[config.mk]
export PLATFORM = sky130hd
export DESIGN_NAME = ps2_rx_fifo
export DESIGN_NICKNAME = d
export VERILOG_FILES = /design/src/rtl/ps2_rx_fifo.sv
export SDC_FILE = /design/constraint.sdc
export NUM_CORES = 1
export LEC_CHECK = 0
export ABC_AREA = 1
export ABC_CLOCK_PERIOD_IN_PS = 2250
export BUFFER_PORTS_ARGS = -buffer_cell sky130_fd_sc_hd__buf_2
export CAP_MARGIN = 0
export CELL_PAD_IN_SITES_DETAIL_PLACEMENT = 1
export CELL_PAD_IN_SITES_GLOBAL_PLACEMENT = 2
export CORE_MARGIN = 3
export CORE_UTILIZATION = 37
export DETAILED_ROUTE_END_ITERATION = 10
export PLACE_DENSITY = 0.79
export SLEW_MARGIN = 10
export SYNTH_ARGS = -nofsm -noshare
export SYNTH_HDL_FRONTEND = slang
export SYNTH_SLANG_ARGS = --single-unit
[constraint.sdc]
create_clock -name clk -period 2.25 [get_ports clk]
set_clock_uncertainty 0.1 [all_clocks]
set_input_delay 0.5625 -clock clk [delete_from_list [all_inputs] [get_ports clk]]
set_output_delay 0.5625 -clock clk [all_outputs]
set_load 0.01 [all_outputs]
[src/rtl/ps2_rx_fifo.sv]
// -----------------------------------------------------------------------------
// ps2_rx_fifo
//
// PS/2 device-to-host receiver with a receive FIFO. Both PS/2 pins are
// sampled in the system clock domain through flip-flop synchronisers. The
// PS/2 clock is glitch-filtered, and its falling edges step a frame FSM
// through start, 8 data bits (LSB first), odd parity and stop. Each frame
// becomes a {err, byte} FIFO entry. The consumer reads entries through the
// data_req / data_ack handshake.
//
// Optional feature (compile-time macro):
//   PS2_RX_TIMEOUT_EN : when defined, a watchdog aborts a partial frame after
//                       TIMEOUT_CYCLES clk cycles without a PS/2 falling edge.
//                       When undefined, no watchdog logic is built.
//
// Parameters:
//   FIFO_DEPTH     : receive FIFO entries (power of two, >= 2)
//   SYNC_STAGES    : synchroniser flops per pin (>= 2)
//   FILTER_LEN     : consecutive equal samples before the filtered clock moves
//   TIMEOUT_CYCLES : watchdog limit in clk cycles (only with PS2_RX_TIMEOUT_EN)
//
// Ports:
//   clk        in  : system clock, all logic on posedge
//   rst_n      in  : asynchronous reset, active low
//   data_pin   in  : PS/2 data line (asynchronous)
//   clk_pin    in  : PS/2 clock line (asynchronous)
//   data_req   in  : consumer requests the next entry
//   data       out : popped byte, held until the next pop
//   data_err   out : popped entry had a parity or stop-bit error
//   data_ack   out : one-cycle pulse, data/data_err valid
//   fifo_count out : entries currently queued
//   overflow   out : sticky, a complete frame was dropped on a full FIFO
//   ovf_clr    in  : synchronous clear of overflow
// -----------------------------------------------------------------------------
module ps2_rx_fifo #(
   parameter int FIFO_DEPTH     = 8,
   parameter int SYNC_STAGES    = 2,
   parameter int FILTER_LEN     = 4,
   parameter int TIMEOUT_CYCLES = 100_000
) (
   input  logic                              clk,
   input  logic                              rst_n,
   input  logic                              data_pin,
   input  logic                              clk_pin,
   input  logic                              data_req,
   output logic [7:0]                        data,
   output logic                              data_err,
   output logic                              data_ack,
   output logic [$clog2(FIFO_DEPTH+1)-1:0]   fifo_count,
   output logic                              overflow,
   input  logic                              ovf_clr
);

   localparam int CNT_W = $clog2(FIFO_DEPTH + 1);
   localparam int PTR_W = $clog2(FIFO_DEPTH);
   localparam int FLT_W = $clog2(FILTER_LEN + 1);

   // Elaboration-time guard against unsupported parameter values.
   generate
      if (FIFO_DEPTH < 2 || (FIFO_DEPTH & (FIFO_DEPTH - 1)) != 0 ||
          SYNC_STAGES < 2 || FILTER_LEN < 2 || TIMEOUT_CYCLES < 1) begin : g_param_error
         $error("ps2_rx_fifo: unsupported parameter value");
      end
   endgenerate

   // ---------------------------------------------------------------------
   // Pin synchronisers. They reset to 1, which is the idle level of both lines.
   // ---------------------------------------------------------------------
   logic [SYNC_STAGES-1:0] clk_sync_reg;
   logic [SYNC_STAGES-1:0] data_sync_reg;
   logic                   clk_s;
   logic                   data_s;

   always_ff @(posedge clk or negedge rst_n) begin
      if (!rst_n) begin
         clk_sync_reg  <= '1;
         data_sync_reg <= '1;
      end else begin
         clk_sync_reg  <= {clk_sync_reg[SYNC_STAGES-2:0], clk_pin};
         data_sync_reg <= {data_sync_reg[SYNC_STAGES-2:0], data_pin};
      end
   end

   assign clk_s  = clk_sync_reg[SYNC_STAGES-1];
   assign data_s = data_sync_reg[SYNC_STAGES-1];

   // ---------------------------------------------------------------------
   // Clock glitch filter. flt_cnt_reg counts consecutive samples that
   // disagree with the filtered level. The level flips on the FILTER_LEN-th
   // disagreeing sample. fe is asserted in that same cycle, so the data
   // sample taken in the fe cycle is the one aligned with the edge.
   // ---------------------------------------------------------------------
   logic             filt_reg;
   logic [FLT_W-1:0] flt_cnt_reg;
   logic             flt_hit;
   logic             fe;

   assign flt_hit = (clk_s != filt_reg) && (flt_cnt_reg == FLT_W'(FILTER_LEN - 1));
   assign fe      = flt_hit && filt_reg;

   always_ff @(posedge clk or negedge rst_n) begin
      if (!rst_n) begin
         filt_reg    <= 1'b1;
         flt_cnt_reg <= '0;
      end else if (clk_s != filt_reg) begin
         if (flt_hit) begin
            filt_reg    <= clk_s;
            flt_cnt_reg <= '0;
         end else begin
            flt_cnt_reg <= flt_cnt_reg + FLT_W'(1);
         end
      end else begin
         flt_cnt_reg <= '0;
      end
   end

   // ---------------------------------------------------------------------
   // Frame FSM. The completed entry is registered and pushed one cycle
   // after the stop-bit edge.
   // ---------------------------------------------------------------------
   typedef enum logic [1:0] {IDLE, DATA, PARITY, STOP} state_t;

   state_t     state_reg;
   logic [2:0] bit_cnt_reg;
   logic [7:0] shift_reg;
   logic       par_reg;
   logic       push_reg;
   logic [7:0] push_data_reg;
   logic       push_err_reg;
`ifdef PS2_RX_TIMEOUT_EN
   localparam int TO_W = $clog2(TIMEOUT_CYCLES + 1);
   logic [TO_W-1:0] to_cnt_reg;
`endif

   always_ff @(posedge clk or negedge rst_n) begin
      if (!rst_n) begin
         state_reg     <= IDLE;
         bit_cnt_reg   <= '0;
         shift_reg     <= '0;
         par_reg       <= 1'b0;
         push_reg      <= 1'b0;
         push_data_reg <= '0;
         push_err_reg  <= 1'b0;
`ifdef PS2_RX_TIMEOUT_EN
         to_cnt_reg    <= '0;
`endif
      end else begin
         push_reg <= 1'b0;
         if (fe) begin
`ifdef PS2_RX_TIMEOUT_EN
            to_cnt_reg <= '0;
`endif
            case (state_reg)
               IDLE: begin
                  // A 1 on the data line is not a start bit and is ignored.
                  if (!data_s) begin
                     state_reg   <= DATA;
                     bit_cnt_reg <= '0;
                  end
               end
               DATA: begin
                  shift_reg   <= {data_s, shift_reg[7:1]};
                  bit_cnt_reg <= bit_cnt_reg + 3'd1;
                  if (bit_cnt_reg == 3'd7)
                     state_reg <= PARITY;
               end
               PARITY: begin
                  par_reg   <= data_s;
                  state_reg <= STOP;
               end
               STOP: begin
                  push_reg      <= 1'b1;
                  push_data_reg <= shift_reg;
                  // Odd parity: byte bits plus parity must have an odd count of ones.
                  push_err_reg  <= ~(^shift_reg ^ par_reg) | ~data_s;
                  state_reg     <= IDLE;
               end
               default: state_reg <= IDLE;
            endcase
         end
`ifdef PS2_RX_TIMEOUT_EN
         else if (state_reg != IDLE) begin
            if (to_cnt_reg == TO_W'(TIMEOUT_CYCLES - 1)) begin
               state_reg  <= IDLE;
               to_cnt_reg <= '0;
            end else begin
               to_cnt_reg <= to_cnt_reg + TO_W'(1);
            end
         end else begin
            to_cnt_reg <= '0;
         end
`endif
      end
   end

   // ---------------------------------------------------------------------
   // Receive FIFO. The storage array has no reset so it can map to RAM.
   // The read is registered straight into the data/data_err outputs.
   // ---------------------------------------------------------------------
   logic [8:0]       mem [FIFO_DEPTH];
   logic [PTR_W-1:0] wr_ptr_reg;
   logic [PTR_W-1:0] rd_ptr_reg;
   logic [CNT_W-1:0] count_reg;
   logic             pop;
   logic             full;
   logic             push_ok;

   // The !data_ack term forces a gap cycle after every pop.
   assign pop     = data_req && !data_ack && (count_reg != '0);
   assign full    = (count_reg == CNT_W'(FIFO_DEPTH));
   // A pop in the same cycle frees the slot that a full FIFO needs.
   assign push_ok = push_reg && (!full || pop);

   always_ff @(posedge clk) begin
      if (push_ok)
         mem[wr_ptr_reg] <= {push_err_reg, push_data_reg};
   end

   always_ff @(posedge clk or negedge rst_n) begin
      if (!rst_n) begin
         wr_ptr_reg <= '0;
         rd_ptr_reg <= '0;
         count_reg  <= '0;
         data       <= '0;
         data_err   <= 1'b0;
         data_ack   <= 1'b0;
         overflow   <= 1'b0;
      end else begin
         data_ack <= pop;
         if (pop) begin
            {data_err, data} <= mem[rd_ptr_reg];
            rd_ptr_reg       <= rd_ptr_reg + PTR_W'(1);
         end
         if (push_ok)
            wr_ptr_reg <= wr_ptr_reg + PTR_W'(1);
         case ({push_ok, pop})
            2'b10:   count_reg <= count_reg + CNT_W'(1);
            2'b01:   count_reg <= count_reg - CNT_W'(1);
            default: count_reg <= count_reg;
         endcase
         // A new drop takes priority over a clear in the same cycle.
         if (push_reg && !push_ok)
            overflow <= 1'b1;
         else if (ovf_clr)
            overflow <= 1'b0;
      end
   end

   assign fifo_count = count_reg;

endmodule

# [After elaboration in Yosys (flattened, before gate mapping)]
# Memories as Yosys holds them, arrays and structs flattened. A register that Yosys moved wholly into a read port is not among the register bits.
# Cells that the tools add are included.
[classes] bitwise_logic=4 n_eq_ne=11 shift=0 div=0 n_addsub=6 reduce_logical=23 order_cmp=0 muxes=14 mul=0
[ops] cell="$add A3 B1 Y3 const B" count=4
[ops] cell="$mux W3" count=3
[ops] cell="$pmux W2 S4" count=1
[ops] cell="$pmux W4 S2" count=1
[ops] cell="$reduce_and A2 Y1" count=4
[ops] cell="$reduce_xor A8 Y1" count=1
[ops] cell="$eq A2 B2 Y1 const B" count=3
[ops] cell="$logic_and A1 B1 Y1" count=6
[ops] cell="$mux W1" count=6
[ops] cell="$pmux W3 S2" count=1
[ops] cell="$reduce_and A3 Y1" count=2
[ops] cell="$reduce_bool A2 Y1" count=3
[ops] cell="$add A4 B1 Y4 const B" count=1
[ops] cell="$eq A2 B1 Y1 const B" count=2
[ops] cell="$eq A4 B4 Y1 const B" count=1
[ops] cell="$logic_not A1 Y1" count=4
[ops] cell="$mux W2" count=2
[ops] cell="$ne A2 B2 Y1 const B" count=2
[ops] cell="$reduce_bool A4 Y1" count=1
[ops] cell="$sub A4 B1 Y4 const B" count=1
[ops] cell="$eq A3 B2 Y1 const B" count=1
[ops] cell="$eq A3 B3 Y1 const B" count=1
[ops] cell="$logic_not A2 Y1" count=1
[ops] cell="$not A1 Y1" count=2
[ops] cell="other kinds (4)" count=4
[word_totals] word_cells=75 output_inout_bits=15 mem_count=1 ff_bits=44 inputBits=6 ramBits=72 latchBits=0 rom_bits=0
[memory_table] name="mem" words=8 word_bits=9 rd=1 rd_clocked_by_memory_dff=1 wr=1 line="200" rtl="logic [8:0] mem [FIFO_DEPTH];"

# [Depth between registers and ports, before layout]
[depth] depth_word=8 depth_mapped=14 ltp_nobuf=14

# [Least setup slack after synthesis]
# Ideal clock, no wire load.
[synth_path] path_kind="flip-flop to flip-flop" from="reg count_reg[0] (netlist: fifo_count[0])" to="mem mem[1][0] (enable)" period_less_slack_ns=2.186 arrival_ns=1.699 n_path_buf=0 stages_incl_launch_ff=7 setup_slack_ns=0.064 setup_ns=0.387 cell_sequence="dfrtp_1 nor2_1 nand3_1 nand3_1 nand4_1 nand2_1 nor3_1"
[synth_between] elab_chain_len=6 elab_cells_between_ends=8 classes_between="eq/ne (1); mux (2); reduce/logical (5)"
[synth_lines] item="start: declaration" line="203" rtl="logic [CNT_W-1:0] count_reg;"
[synth_lines] item="start signal: assignment" line="237" rtl="2'b10: count_reg <= count_reg + CNT_W'(1);"
[synth_lines] item="start signal: assignment" line="238" rtl="2'b01: count_reg <= count_reg - CNT_W'(1);"
[synth_lines] item="start signal: assignment" line="239" rtl="default: count_reg <= count_reg;"
[synth_lines] item="$eq A4 B4 Y1 or $reduce_bool A4 Y1 (tied branches)" line="210, 209"
[synth_lines] item="$logic_not A1 Y1 or $logic_and A1 B1 Y1 (tied branches)" line="212, 209"
[synth_lines] item="$logic_or A1 B1 Y1 (*)" line="212" rtl="assign push_ok = push_reg && (!full || pop);"
[synth_lines] item="$logic_and A1 B1 Y1 (*)" line="212"
[synth_lines] item="$mux W1 (*)" line="215" rtl="if (push_ok)"
[synth_lines] item="$mux W1 (implied by the code) (*)" line="216" rtl="mem[wr_ptr_reg] <= {push_err_reg, push_data_reg};"
[synth_lines] item="end: declaration" line="200"
# Every way passes the cells marked *; elsewhere a longest branch is shown, timed or not.

# [Worst setup path in the final report]
[layout_path] from="reg count_reg[2] (netlist: fifo_count[2])" to="reg count_reg[3] (netlist: fifo_count[3])"
[layout_between] elab_chain_len=6 elab_cells_between_ends=12 classes_between="add/sub (2); eq/ne (3); mux (1); reduce/logical (6)"
[layout_lines] item="$eq A4 B4 Y1 or $reduce_bool A4 Y1 (tied branches)" line="210, 209"
[layout_lines] item="$logic_not A1 Y1 or $logic_and A1 B1 Y1 (tied branches)" line="212, 209"
[layout_lines] item="$logic_or A1 B1 Y1" line="212"
[layout_lines] item="$logic_and A1 B1 Y1" line="212"
[layout_lines] item="$eq A2 B1 Y1 or $eq A2 B2 Y1 (tied branches)" line="236" rtl="case ({push_ok, pop})"
[layout_lines] item="$pmux W4 S2 or $reduce_bool A2 Y1 (tied branches)"
# Parallel ways exist; a longest one is shown, timed or not.
# A chain may end at the register's enable or synchronous reset.

==> metrics.md <==
| Metric | Value |
|---|---|
| Total wire length | approximately 11 mm |
| Seq/Total Area, Yosys | 0.678 |
| RSZ-0062 raised after global routing | false |
| Highest clock rate | ~500 MHz |
| Largest cells by area after synthesis | edfxtp_1 42%, dfrtp_1 23%, nand2_1 6.9% |
| First-pass iteration count of the detailed router | 4 |
| PnR worst setup slack | 0.237 ns |
| Gpl congestion | 0.760 |
| Hold Buf Count CTS | 0 |
| Worst Setup SP | fifo_count[2] |
| Worst Hold Class | in -> async |
| Die Width | 124 um |
| Startpoint Class | flop |
| CTS buffer count | 17 |
| CORE AREA | 13,500 um2 |
| Die Span Y | 124 um |
| Max reg flops | just over 70 |
| Routed Antenna Nets | 0 |
| Initial DRC Count | 244 |
| Pwr/cell area | about 1200 nW/um2 |
| Clock Tree Buf Depth | 2 |
| Mapped Cells | between 400 and 500 |
| Area growth from synthesis to layout | 18.6% |
| Final cell count without fillers | roughly 700 |
| FF-to-FF Start | fifo_count[2] |
| Fraction of layout cells with a size suffix above 1 | 0.147 |
| Fin crit period | about 2.0 ns |
| Initial cell density of the core | 0.383 |
| Yosys warning count | 0 |
| CP max FO | 4 |
| Die Area | 15,400 um2 |
| Power Internal | between 4000 and 5000 uW |
| Worst setup EP type | flop |
| Final net count | 522 |
| Final hold viol count | 0 |
| Post-DP Area | around 5600 um2 |
| Comb pwr share | 0.246 |
| First-pass GRT wire length | ~18 mm |
| Fin. max-slew vios | 0 |
| DR vias/cell | ~4.9 |
| # IOs | 21 |
| Final Cycle Share | 0.895 |
| Sequential share of power | 0.403 |
| Number of rows in the core area | 42 |
| GRT Total Usage | 0.157 |
| HPWL Detailed | 7.13 mm |
| Crit path arrival time | around 2.2 ns |
| P_leak | ~0.0025 uW |
| Number of diodes | 0 |
| Initial antenna violation count | 0 |
| Clock share of power | 0.351 |
| Synth top area share | 0.419 |
| Post CTS Setup Buffer Count | 0 |
| Setup TNS | 0 ns |
| Synth Register Bits | about 130 |
| CTS resizes | 0 |
| Placed instance count | approximately 660 |
| Slew Limit Headroom | 0.567 |
| Synthesized cell area | 5160 um2 |
| IO Port Bufs | 20 |
| Worst Max-Slew Pin Slew | ~0.65 ns |
| Worst-path clk slew | around 0.060 ns |
| Routed via count | roughly 3.4k |
| Avg Cell Area, Syn | between 10 and 15 um2 |
| Max-cap violations | 0 |
| Final setup fails | 0 |
| Unique masters post-synth | 27 |
| Setup WS pre-CTS | ~0.1 ns |
| Wire per inst | roughly 15 um |
| Largest net degree at the start of global routing | 54 |
| Max VDD drop | ~540 uV |
| Setup CP Type | reg -> reg |
| CTS tree | built |
| Area leader, netlist | edfxtp_1 |
| Fillers | 1,462 |
| Top reg by flops | mem |
| H-tree Lvls | 4 |
| Number of global-route vias before repair | 3,506 |
| Status | finished, final reports clean |
| CTS Root Cell | clkbuf_16 |
| Clock Sinks | about 130 |
| Critical Path RT | approximately 2.5 ns |
| Clock insertion delay at the later pin of the skew report | approximately 0.42 ns |
| DRC viols | 0 |
| Synth Net Count | about 480 |
| Sw power | 2210 uW |
| Post-Layout Inst Area | between 6000 and 7000 um2 |
| Switching share of power | 0.313 |
| Total gr overflow | 0 |
power by group through the flow:
stage / clock network [uW] / logic [uW] / registers [uW]
2_1_floorplan: 0 / 1150 / 2860
3_3_place_gp: 0 / 1680 / 2870
3_5_place_dp: 0 / 1730 / 2880
4_1_cts: 2540 / 1750 / 2850
5_1_grt: 2670 / 2010 / 2890
6_report: 2480 / 1740 / 2850
area by class of cell:
class	count	area (um2)	share of cell area
Clock inverter	8	68.8	0.0113
Tap cell	176	220	0.0360
Clock buffer	24	472	0.0772
Timing Repair Buffer	38	248	0.0405
Sequential cell	125	3490	0.572
Inverter	33	124	0.0203
Multi-Input combinational cell	289	1490	0.243
worst max-delay path, stage by stage (launching register included):
cell,delay [ns]
dfrtp_1,0.43
inv_1,0.13
nand3_1,0.09
nand3_1,0.12
inv_1,0.08
nand2_1,0.12
inv_1,0.10
ha_4,0.29
nand3_1,0.10
nand3_1,0.09
nand2_1,0.07
nand2_1,0.06
nand2_1,0.05
nand2_1,0.05
inv_1,0.04
cell usage after synthesis:
cell	instances
dfstp_2	5
o2111ai_1	2
nand4_1	1
xnor2_2	1
o211ai_1	18
nor2_2	1
xor2_1	3
nand2_1	95
o22ai_1	10
a21oi_1	4
dfrtp_1	48
nand2_4	1
clkbuf_1	11
edfxtp_1	72
buf_6	1
clkinv_1	1
buf_1	2
or2_2	1
xnor2_1	4
inv_1	32
nor2_1	56
nor3_1	6
buf_2	2
fa_1	1
o21ai_0	55
nand3_1	19
ha_1	11
cell families after synthesis:
logic type / count (synthesis) / share of synthesized area
fa+ha+maj: 12 / 0.0306
compound gates: 89 / 0.0990
xor+xnor: 8 / 0.0150
flops: 125 / 0.678
buf+inv: 49 / 0.0376
simple gates: 180 / 0.140
placed cells by master (no fill, tap or decap), drive strengths merged, types with 5 or more instances in the layout:
master,Yosys,routed
clkinv,1,6
buf,5,38
o211ai,18,18
xnor2,5,5
edfxtp,72,72
ha,11,11
dfrtp,48,48
nor2,57,57
inv,32,32
nand3,19,19
o22ai,10,10
clkbuf,11,24
nor3,6,6
dfstp,5,5
o21ai,55,55
nand2,96,96
worst paths after layout:
path / to / slack, ns / cells past startpoint
worst max-delay path: fifo_count[3] / 0.24 / 14
worst min-delay path: rd_ptr_reg[2] / 0.03 / 2
worst max register to register: fifo_count[3] / 0.24 / 14
worst min register to register: clk_sync_reg[1] / 0.25 / 0
max in group asynchronous: data_sync_reg[0] / 1.71 / 2
min in group clk: clk_sync_reg[0] / 0.15 / 1
metal layers:
layer  GRT usage  wire [um]
met1       0.196       4820
met2       0.254       5140
met3      0.0545        481
met4      0.0582        178
met5           0          0
metrics by stage:
step	utilization	total power [uW]	hold slack, ns
3_5_place_dp	0.413	4610	0.248
5_1_grt	0.454	7570	0.0422
6_report	0.454	7060	0.0303
4_1_cts	0.453	7130	0.0298
3_3_place_gp	0.413	4550	0.247
2_1_floorplan	-	4010	0.167
No activity file was read; power rests on OpenSTA's default activity.
